===== src/rtl/seg7_scan_driver_pkg.sv =====
// ---------------------------------------------------------------------------
// seg7_pkg
// Shared types and constants for the multiplexed 7-segment scan driver:
//   - state_t       : scan FSM states (IDLE, BLANK, SHOW)
//   - HEX_SEG_TABLE : hex nibble -> active-high {g,f,e,d,c,b,a} segment codes
//   - SEG_OFF       : active-high "all segments off" code
// ---------------------------------------------------------------------------
package seg7_pkg;

    typedef enum logic [1:0] {
        IDLE  = 2'd0,
        BLANK = 2'd1,
        SHOW  = 2'd2
    } state_t;

    localparam logic [6:0] SEG_OFF = 7'h00;

    // Entry [n] is the glyph for hex digit n (listed F down to 0 so that
    // the packed index matches the nibble value).
    localparam logic [15:0][6:0] HEX_SEG_TABLE = {
        7'h71, 7'h79, 7'h5E, 7'h39, 7'h7C, 7'h77, 7'h6F, 7'h7F,
        7'h07, 7'h7D, 7'h6D, 7'h66, 7'h4F, 7'h5B, 7'h06, 7'h3F
    };

endpackage


===== src/rtl/seg7_scan_driver_if.sv =====
// ---------------------------------------------------------------------------
// seg7_scan_driver_if
// Bundles the display request (enable, value, dp_in) and the pin-side scan
// outputs (seg, dp, an, digit_idx, frame_tick) of seg7_scan_driver.
//   master : core-logic side, drives the request, observes the scan outputs
//   slave  : the scan driver itself
// ---------------------------------------------------------------------------
interface seg7_scan_driver_if;
    logic        enable;
    logic [15:0] value;
    logic [3:0]  dp_in;
    logic [6:0]  seg;
    logic        dp;
    logic [3:0]  an;
    logic [1:0]  digit_idx;
    logic        frame_tick;

    modport master (
        output enable, value, dp_in,
        input  seg, dp, an, digit_idx, frame_tick
    );

    modport slave (
        input  enable, value, dp_in,
        output seg, dp, an, digit_idx, frame_tick
    );
endinterface


===== src/rtl/seg7_scan_driver_hex_to_seg7.sv =====
// ---------------------------------------------------------------------------
// hex_to_seg7
// Combinational hex nibble to 7-segment decoder, active-high {g,f,e,d,c,b,a}.
//   i_nibble : 4-bit hex value
//   o_seg    : segment pattern, 1 = segment lit
// ---------------------------------------------------------------------------
module hex_to_seg7
    import seg7_pkg::*;
(
    input  logic [3:0] i_nibble,
    output logic [6:0] o_seg
);

    assign o_seg = HEX_SEG_TABLE[i_nibble];

endmodule


===== src/rtl/seg7_scan_driver.sv =====
// ---------------------------------------------------------------------------
// seg7_scan_driver
// Latches a 16-bit value (four hex nibbles) once per frame and time-multiplexes
// it onto a 4-digit 7-segment display. Each digit slot lasts 2**SCAN_DIV_W
// clocks; the first BLANK_CYCLES of each slot keep anodes and segments dark to
// stop ghosting between digits.
// Ports:
//   clk, rst_n     : clock (posedge) and asynchronous active-low reset
//   bus (slave)    : enable, value, dp_in in; seg, dp, an, digit_idx,
//                    frame_tick out (all outputs registered)
// Optional build macro:
//   SEG7_LEADING_ZERO_BLANK_EN : keep leading-zero digits 3..1 dark
// ---------------------------------------------------------------------------
module seg7_scan_driver
    import seg7_pkg::*;
#(
    parameter int SCAN_DIV_W   = 17,
    parameter int BLANK_CYCLES = 64,
    parameter bit SEG_ACT_LOW  = 1'b1,
    parameter bit AN_ACT_LOW   = 1'b1
) (
    input  logic             clk,
    input  logic             rst_n,
    seg7_scan_driver_if.slave bus
);

    localparam logic [SCAN_DIV_W-1:0] CNT_MAX   = '1;
    localparam logic [SCAN_DIV_W-1:0] BLANK_LIM = SCAN_DIV_W'(BLANK_CYCLES);
    localparam logic [6:0] SEG_PIN_OFF = SEG_ACT_LOW ? ~SEG_OFF : SEG_OFF;
    localparam logic       DP_PIN_OFF  = SEG_ACT_LOW ? 1'b1 : 1'b0;
    localparam logic [3:0] AN_PIN_OFF  = AN_ACT_LOW ? 4'hF : 4'h0;

    state_t                r_state,   w_state_nx;
    logic [SCAN_DIV_W-1:0] r_cnt,     w_cnt_nx;
    logic [1:0]            r_digit,   w_digit_nx;
    logic [15:0]           r_val,     w_val_nx;
    logic [3:0]            r_dpl,     w_dpl_nx;
    logic                  w_tick_nx;

    logic [6:0] r_seg;
    logic       r_dp;
    logic [3:0] r_an;
    logic       r_tick;

    logic [3:0] w_nib_nx;
    logic [6:0] w_seg_hi;
    logic       w_visible;
    logic       w_lit;
    logic [6:0] w_seg_pin;
    logic       w_dp_pin;
    logic [3:0] w_an_pin;

    // Next-state logic. Outputs are decoded from these next values so the
    // registered pins line up with the registered state on the same cycle.
    always_comb begin
        w_state_nx = r_state;
        w_cnt_nx   = r_cnt;
        w_digit_nx = r_digit;
        w_val_nx   = r_val;
        w_dpl_nx   = r_dpl;
        w_tick_nx  = 1'b0;

        if (!bus.enable) begin
            w_state_nx = IDLE;
            w_cnt_nx   = '0;
            w_digit_nx = 2'd0;
        end else if (r_state == IDLE) begin
            // Fresh start: a new frame begins with a fresh latch.
            w_cnt_nx   = '0;
            w_digit_nx = 2'd0;
            w_val_nx   = bus.value;
            w_dpl_nx   = bus.dp_in;
            w_tick_nx  = 1'b1;
            w_state_nx = (w_cnt_nx < BLANK_LIM) ? BLANK : SHOW;
        end else begin
            if (r_cnt == CNT_MAX) begin
                w_cnt_nx   = '0;
                w_digit_nx = r_digit + 2'd1;
                // Only re-latch at frame start so a frame is always coherent.
                if (r_digit == 2'd3) begin
                    w_val_nx  = bus.value;
                    w_dpl_nx  = bus.dp_in;
                    w_tick_nx = 1'b1;
                end
            end else begin
                w_cnt_nx = r_cnt + 1'b1;
            end
            w_state_nx = (w_cnt_nx < BLANK_LIM) ? BLANK : SHOW;
        end
    end

    assign w_nib_nx = w_val_nx[{w_digit_nx, 2'b00} +: 4];

    hex_to_seg7 u_hex_to_seg7 (
        .i_nibble (w_nib_nx),
        .o_seg    (w_seg_hi)
    );

`ifdef SEG7_LEADING_ZERO_BLANK_EN
    // Digit k is a leading zero when nibbles k..3 are all zero; digit 0
    // always shows so a zero value still displays '0'.
    always_comb begin
        case (w_digit_nx)
            2'd3:    w_visible = |w_val_nx[15:12];
            2'd2:    w_visible = |w_val_nx[15:8];
            2'd1:    w_visible = |w_val_nx[15:4];
            default: w_visible = 1'b1;
        endcase
    end
`else
    assign w_visible = 1'b1;
`endif

    assign w_lit     = (w_state_nx == SHOW) && w_visible;
    assign w_seg_pin = w_lit ? (SEG_ACT_LOW ? ~w_seg_hi : w_seg_hi) : SEG_PIN_OFF;
    assign w_dp_pin  = w_lit ? (w_dpl_nx[w_digit_nx] ^ SEG_ACT_LOW) : DP_PIN_OFF;
    assign w_an_pin  = w_lit ? (AN_ACT_LOW ? ~(4'b0001 << w_digit_nx)
                                           : (4'b0001 << w_digit_nx))
                             : AN_PIN_OFF;

    // State and output registers; reset darkens the display immediately.
    always_ff @(posedge clk or negedge rst_n) begin
        if (!rst_n) begin
            r_state <= IDLE;
            r_cnt   <= '0;
            r_digit <= 2'd0;
            r_val   <= 16'h0000;
            r_dpl   <= 4'h0;
            r_seg   <= SEG_PIN_OFF;
            r_dp    <= DP_PIN_OFF;
            r_an    <= AN_PIN_OFF;
            r_tick  <= 1'b0;
        end else begin
            r_state <= w_state_nx;
            r_cnt   <= w_cnt_nx;
            r_digit <= w_digit_nx;
            r_val   <= w_val_nx;
            r_dpl   <= w_dpl_nx;
            r_seg   <= w_seg_pin;
            r_dp    <= w_dp_pin;
            r_an    <= w_an_pin;
            r_tick  <= w_tick_nx;
        end
    end

    assign bus.seg        = r_seg;
    assign bus.dp         = r_dp;
    assign bus.an         = r_an;
    assign bus.digit_idx  = r_digit;
    assign bus.frame_tick = r_tick;

endmodule


===== src/flat_wrapper.sv =====
// flat-port wrapper written by rule: the top's interface ports become plain ports
module seg7_scan_driver_flat import seg7_pkg::*;
#(
    parameter int SCAN_DIV_W   = 17,
    parameter int BLANK_CYCLES = 64,
    parameter bit SEG_ACT_LOW  = 1'b1,
    parameter bit AN_ACT_LOW   = 1'b1
)
  (clk, rst_n, bus_enable, bus_value, bus_dp_in, bus_seg, bus_dp, bus_an, bus_digit_idx, bus_frame_tick);
  seg7_scan_driver_if bus_i ();
  input  logic clk;
  input  logic rst_n;
  input wire logic [$bits(bus_i.enable)-1:0] bus_enable;
  input wire logic [$bits(bus_i.value)-1:0] bus_value;
  input wire logic [$bits(bus_i.dp_in)-1:0] bus_dp_in;
  output wire logic [$bits(bus_i.seg)-1:0] bus_seg;
  output wire logic [$bits(bus_i.dp)-1:0] bus_dp;
  output wire logic [$bits(bus_i.an)-1:0] bus_an;
  output wire logic [$bits(bus_i.digit_idx)-1:0] bus_digit_idx;
  output wire logic [$bits(bus_i.frame_tick)-1:0] bus_frame_tick;
  assign bus_i.enable = bus_enable;
  assign bus_i.value = bus_value;
  assign bus_i.dp_in = bus_dp_in;
  assign bus_seg = bus_i.seg;
  assign bus_dp = bus_i.dp;
  assign bus_an = bus_i.an;
  assign bus_digit_idx = bus_i.digit_idx;
  assign bus_frame_tick = bus_i.frame_tick;
  seg7_scan_driver #(.SCAN_DIV_W(SCAN_DIV_W), .BLANK_CYCLES(BLANK_CYCLES), .SEG_ACT_LOW(SEG_ACT_LOW), .AN_ACT_LOW(AN_ACT_LOW)) u_core (.clk(clk), .rst_n(rst_n), .bus(bus_i));
endmodule

===== config.mk =====
export PLATFORM = sky130hd
export DESIGN_NAME = seg7_scan_driver_flat
export DESIGN_NICKNAME = d
export VERILOG_FILES = /design/src/rtl/seg7_scan_driver_pkg.sv /design/src/rtl/seg7_scan_driver_if.sv /design/src/rtl/seg7_scan_driver_hex_to_seg7.sv /design/src/rtl/seg7_scan_driver.sv /design/src/flat_wrapper.sv
export SDC_FILE = /design/constraint.sdc
export NUM_CORES = 1
export LEC_CHECK = 0
export CORE_MARGIN = 8
export CORE_UTILIZATION = 30
export DETAILED_ROUTE_END_ITERATION = 8
export DONT_BUFFER_PORTS = 1
export GPL_TIMING_DRIVEN = 0
export PLACE_DENSITY = 0.52
export SKIP_CTS_REPAIR_TIMING = 1
export SYNTH_ARGS = -nofsm -noshare
export SYNTH_HDL_FRONTEND = slang
export SYNTH_SLANG_ARGS = --single-unit

===== constraint.sdc =====
create_clock -name clk -period 3.24 [get_ports clk]
set_input_delay 0.324 -clock clk [delete_from_list [all_inputs] [get_ports clk]]
set_output_delay 0.324 -clock clk [all_outputs]
set_load 0.01 [all_outputs]

Word-level counts from Yosys, hierarchy flattened
Memory sizes are Yosys's and may differ from the RTL's.
Cells that the tools add are included.
{"block": "word_totals", "register_bits": 54, "mem_bits_ro": 112, "in_bits": 23, "out_inout_bits": 15, "wordCells": 53, "mem_count": 1}
{"block": "classes", "addsub": 2, "n_lt_le_gt_ge": 3, "eq_ne": 3, "shifts": 2, "mux": 29, "bitwise": 3, "reduce_logical": 1}
{"name": "(name not given)", "depth": 16, "word_bits": 7, "rd": 1, "rd_clocked_by_memory_dff": 0, "wr": 0, "line_no": "seg7_scan_driver_hex_to_seg7.sv:14", "text": "assign o_seg = HEX_SEG_TABLE[i_nibble];"}
{"operator": "two-way mux 17 bit", "count": 5}
{"operator": "two-way mux 16 bit", "count": 4}
{"operator": "two-way mux 4 bit", "count": 5}
{"operator": "adder 17 x 1 -> 17 bit (second input constant)", "count": 1}
{"operator": "== test 17 bit (second input constant)", "count": 1}
{"operator": "< comparator 17 x 7 -> 1 bit (second input constant)", "count": 1}
{"operator": "indexed part select 16 x 5 -> 4 bit", "count": 1}
{"operator": "two-way mux 7 bit", "count": 2}
{"operator": "two-way mux 2 bit", "count": 6}
{"operator": "NOT 7 bit", "count": 1}
{"operator": "two-way mux 1 bit", "count": 6}
{"operator": "< comparator 4 x 5 -> 1 bit (second input constant)", "count": 1}
{"operator": "== test 2 bit (second input constant)", "count": 2}
{"operator": "NOT 4 bit", "count": 1}
{"operator": "<< shifter 1 x 2 -> 4 bit (first input constant)", "count": 1}
{"operator": "< comparator 2 x 3 -> 1 bit (second input constant)", "count": 1}
{"operator": "adder 2 x 1 -> 2 bit (second input constant)", "count": 1}
{"operator": "binary-select mux 1 bit (select 2 bit)", "count": 1}
{"operator": "logical NOT 2 bit", "count": 1}
{"operator": "NOT 1 bit", "count": 1}

Depth between registers and ports, before layout
{"block": "depth", "ltp_word": 10, "ltp_mapped": 19, "ltp_nobuf": 15}

Cells and area by module
Synthesis repeated with hierarchy kept, for this count alone.
{"block": "unflattened", "hier_cells": 245, "hier_area_um2": 2783.9}
{"mod": "seg7_scan_driver", "n_inst": 1, "cells_each": 212, "area_per_inst_um2": 2496.1, "seq_area_each_um2": 1366.3}
{"mod": "hex_to_seg7", "n_inst": 1, "cells_each": 33, "area_per_inst_um2": 287.8, "seq_area_each_um2": 0.0}

Least setup slack after synthesis
No wires, ideal clock.
{"block": "synth_timing", "path_kind": "register -> register", "from": "register u_core.r_cnt[0]", "to": "register u_core.r_seg[3] (netlist: u_core.bus.seg[3])", "setup_time_ns": 0.095, "arrival_ns": 3.236, "required_time_ns": 3.145, "path_slack_ns": -0.090, "path_stages_with_launch": 19, "n_path_buf": 3, "period_less_slack_ns": 3.330, "cell_sequence": "dfrtp_1 ha_1 nand4_1 nor4_1 ha_1 buf_6 o2bb2ai_4 nand2_4 buf_6 buf_2 mux2i_1 o22ai_1 a211oi_2 inv_1 ha_1 inv_1 nor2_1 a211oi_1 o21ai_1"}
{"block": "synth_via", "elab_chain_len": 10, "word_cells_on_any_way": 21, "classes_between": "add/sub: 1; order compare: 1; eq/ne: 2; shift: 1; mux: 14; bitwise: 1; memory: 1"}
{"item": "start, declared", "line_no": "seg7_scan_driver.sv:34", "text": "logic [SCAN_DIV_W-1:0] r_cnt, w_cnt_nx;"}
{"item": "start signal, assigned", "line_no": "seg7_scan_driver.sv:135", "text": "r_cnt <= w_cnt_nx;"}
{"item": "adder 17 x 1 -> 17 bit / == test 17 bit (equally long branches)", "line_no": "seg7_scan_driver.sv:86, seg7_scan_driver.sv:76"}
{"item": "two-way mux 17 bit", "line_no": "seg7_scan_driver.sv:76", "text": "if (r_cnt == CNT_MAX) begin"}
{"item": "two-way mux 17 bit", "line_no": "seg7_scan_driver.sv:67", "text": "end else if (r_state == IDLE) begin"}
{"item": "two-way mux 17 bit", "line_no": "seg7_scan_driver.sv:63", "text": "if (!bus.enable) begin"}
{"item": "< comparator 17 x 7 -> 1 bit", "line_no": "seg7_scan_driver.sv:88", "text": "w_state_nx = (w_cnt_nx < BLANK_LIM) ? BLANK : SHOW;"}
{"item": "two-way mux 2 bit", "line_no": "seg7_scan_driver.sv:88"}
{"item": "two-way mux 2 bit", "line_no": "seg7_scan_driver.sv:67"}
{"item": "two-way mux 2 bit", "line_no": "seg7_scan_driver.sv:63"}
{"item": "== test 2 bit", "line_no": "seg7_scan_driver.sv:114", "text": "assign w_lit = (w_state_nx == SHOW) && w_visible;"}
{"item": "two-way mux 7 bit *", "line_no": "seg7_scan_driver.sv:115", "text": "assign w_seg_pin = w_lit ? (SEG_ACT_LOW ? ~w_seg_hi : w_seg_hi) : SEG_PIN_OFF;"}
{"item": "named net u_core.w_seg_pin[3]", "line_no": "seg7_scan_driver.sv:49", "text": "logic [6:0] w_seg_pin;"}
{"item": "end signal, assigned", "line_no": "seg7_scan_driver.sv:139", "text": "r_seg <= w_seg_pin;"}
{"item": "end, declared", "line_no": "seg7_scan_driver.sv:40", "text": "logic [6:0] r_seg;"}
The timed path passes the listed nets; every way through them passes the cells marked *. The select of a mux whose other input is x is not followed.

Final worst setup path
{"block": "layout_timing", "from": "register u_core.r_cnt[10]", "to": "register u_core.r_seg[3] (netlist: u_core.bus.seg[3])"}
The elaborated chain is that of the path after synthesis.

==> results.sh <==
export IMPL_status="finished, violations left"
export IMPL_violations="setup timing"
export IMPL_antenna_found_initial=0
export IMPL_setup_ws_ns=-0.02801
export IMPL_wl_per_cell_microns=15.00
export IMPL_cp_endpoint="u_core.bus.seg[3]"
export IMPL_syn_avg_cell_area_sq_um=10.95
export IMPL_crit_reg2reg_capture="u_core.bus.seg[3]"
export IMPL_fin_area_sq_um=3701
export IMPL_grt_pass1_wl_microns=9715
export IMPL_clock_fmax_mhz=306.0
export IMPL_clk_pin_slew_worst_paths_ns=0.10
export IMPL_worstPathMaxFanout=6
export IMPL_syn_inst=261
export IMPL_cts_buffers=5
export IMPL_hold_path_class="in2reg"
export IMPL_skew_ns=0.01085
export IMPL_min_period_ns=3.268
export IMPL_ant_nets=0
export IMPL_syn_cell_area_sq_um=2859
export IMPL_yosys_warnings=0
export IMPL_insertion_delay_ns=0.31
export IMPL_rows=35
export IMPL_critPathRequiredTime_ns=3.45
export IMPL_antenna_cells=0
export IMPL_peakVddDrop_v=0.0001901
export IMPL_htreeDepth=2
export IMPL_grt_overflow=0
export IMPL_finalSetupViolCount=1
export IMPL_drc=0
export IMPL_dieWidth_microns=113.6
export IMPL_num_vias=2091
export IMPL_clockBufferDepth=2
export IMPL_crit_start="u_core.r_cnt[10]"
export IMPL_synth_most_common_cell="dfrtp_1"
export IMPL_place_ws_ns=-0.6761
export IMPL_worst_slew_pin_slew_ns=0.5695
export IMPL_hpwl_microns=4311
export IMPL_drt_total_wl_microns=6602
export IMPL_globalplace_congestion=0.7513
export IMPL_synth_seq_cells=54
export IMPL_track_usage_pct=9.555
export IMPL_yosysSeqAreaShare_pct=47.79
export IMPL_cts_sinks=54
export IMPL_drt_iter0_drc=48
export IMPL_nNetsFinal=343
export IMPL_finalCritPeriodShare_pct=100.9
export IMPL_synth_commonest_cells="42 x dfrtp_1, 21 x nor2_1, 19 x inv_1"
export IMPL_start_util_pct=30.94
export IMPL_r2r_slack_ns=-0.03
export IMPL_design_core_area_sq_um=9240
export IMPL_dieArea_sq_um=12910
export IMPL_synth_edff_count=0
export IMPL_startpoint_type="flip-flop"
export IMPL_rsz0062_at_grt="yes"
export IMPL_slew_headroom_pct=62.03
export IMPL_areaGrowthSynthToFinish_pct=29.45
export IMPL_yosysTopAreaCell="dfrtp_1"
export IMPL_reg2reg_depth=19
export IMPL_syn_num_nets=294
export IMPL_clockRootBuffer="clkbuf_8"
export IMPL_end_kind="flip-flop"
export IMPL_cap_violations=0
export IMPL_synthArstFlopShare_pct=100.0
export IMPL_cts_tree="yes"
export IMPL_setup_tns_ns=-0.02801
export IMPL_timing_rr_start="u_core.r_cnt[10]"
export IMPL_grt_pass1_vias=1880
export IMPL_slew_violations=0
export IMPL_power_density_nw_per_um2=390.7
export IMPL_synth_area_leaders="dfrtp_1 37%, dfstp_2 11%, ha_1 4.4%"
export IMPL_path_class="reg2reg"
export IMPL_avgViaCountPerCell=4.752
export IMPL_dr_pass1_iters=4
export IMPL_layout_drive_gt1_share_pct=37.30
export IMPL_dpl_cell_area_sq_um=3027
export IMPL_p_leak_nw=1.593
export IMPL_port_buffers=0
export IMPL_ys_flop_type="dfrtp_1"
export IMPL_fp_dieH_microns=113.6
export IMPL_ios=38
export IMPL_critPathArrivalTime_ns=3.48
export IMPL_ys_types=52
export IMPL_synth_top_area_share_pct=36.76
export IMPL_finalHoldViolCount=0
export IMPL_grt_max_degree=55
[cells in the final DEF (no fill, tap or decap), drive strengths merged, types with 2 or more instances in the layout]
master,n
nand3,12
o221ai,6
dfrtp,42
and3,9
nand2,14
a2bb2oi,2
nand4,4
ha,10
buf,47
nor2,21
nand2b,4
or3,2
a21oi,10
o22ai,3
or2,2
xor2,7
nor3,3
mux2i,11
nor3b,3
and4,4
dfstp,12
a21o,3
a2111oi,2
a311oi,2
xnor2,9
o21ai,10
clkbuf,9
a211oi,8
mux2,8
inv,19
[per-stage QoR]
step	hold WS, ns	instances	utilization [%]	total power, mW
final	0.1314	440	40.05	1.446
after global routing	0.1159	440	40.05	1.521
after CTS	-0.3221	398	33.96	1.360
after detailed placement	0.03018	390	32.76	0.9008
after global placement	0.03052	390	32.76	0.8973
after floorplan	0.02841	261	-	0.8699
[worst min path at each step]
| stage | start | to | slack [ns] | depth (start not counted) |
|---|---|---|---|---|
| floorplan | rst_n | u_core.bus.digit_idx[0] | 0.03 | 0 |
| global placement | rst_n | u_core.r_dpl[1] | 0.03 | 0 |
| detailed placement | rst_n | u_core.r_dpl[1] | 0.03 | 0 |
| CTS | rst_n | u_core.r_dpl[1] | -0.32 | 0 |
| global route | bus_value[5] | u_core.r_val[5] | 0.12 | 2 |
| finish | bus_value[5] | u_core.r_val[5] | 0.13 | 2 |
[worst max-delay path: stages (launching register included)]
cell	delay [ns]
dfrtp_2	0.42
and4_4	0.26
nand3_4	0.08
nor4_4	0.27
ha_2	0.25
buf_8	0.13
o2bb2ai_4	0.15
nand2_4	0.10
buf_12	0.15
buf_12	0.13
mux2i_4	0.17
o22ai_2	0.09
a211oi_2	0.21
buf_4	0.18
inv_4	0.05
ha_2	0.19
inv_2	0.07
nor2_1	0.06
a211oi_2	0.14
o21ai_1	0.09
[final cells by class]
class / count / area [sq um]
flip-flops and latches: 54 / 1370
inverters: 19 / 76.32
plain buffers: 9 / 88.84
well taps: 129 / 161.4
fillers: 918 / 5539
repair buffers: 42 / 371.6
multi-input cells: 179 / 1521
clock buffers: 6 / 72.57
clock inverters: 2 / 38.79
[cell families after synthesis]
logic type      count (synthesis)  share of synthesized area, %
compound gates                 51                         16.11
xor+xnor                       16                         4.902
fa+ha+maj                      10                         4.376
buf+inv                        28                         4.420
flops                          54                         47.79
mux                            19                         7.133
simple gates                   83                         15.27
[per-layer routing]
metal  up-vias  part of all wire (%)  global-route usage, %
met2        32                    50                  15.31
met1      1034                    46                  12.27
li1       1020                     -                      -
met4         0                  0.85                  3.108
met5         -                     0                      0
met3         5                   4.1                  2.430
[power by group]
part           leakage [nW]  switching (mW)  total (mW)  internal [mW]
sequential            0.663          0.0141       0.725          0.711
clock                0.0554           0.217       0.449          0.232
combinational         0.875           0.139       0.271          0.132
total                  1.59           0.370        1.45           1.08
[state kept, by name, summed over array words and instances (netlist names)]
register / count
u_core.bus.dp: 1
u_core.r_state: 2
u_core.bus.digit_idx: 2
u_core.r_cnt: 17
u_core.bus.an: 4
u_core.bus.frame_tick: 1
u_core.r_val: 16
u_core.r_dpl: 4
u_core.bus.seg: 7
Power figures use the tool's default switching activity.
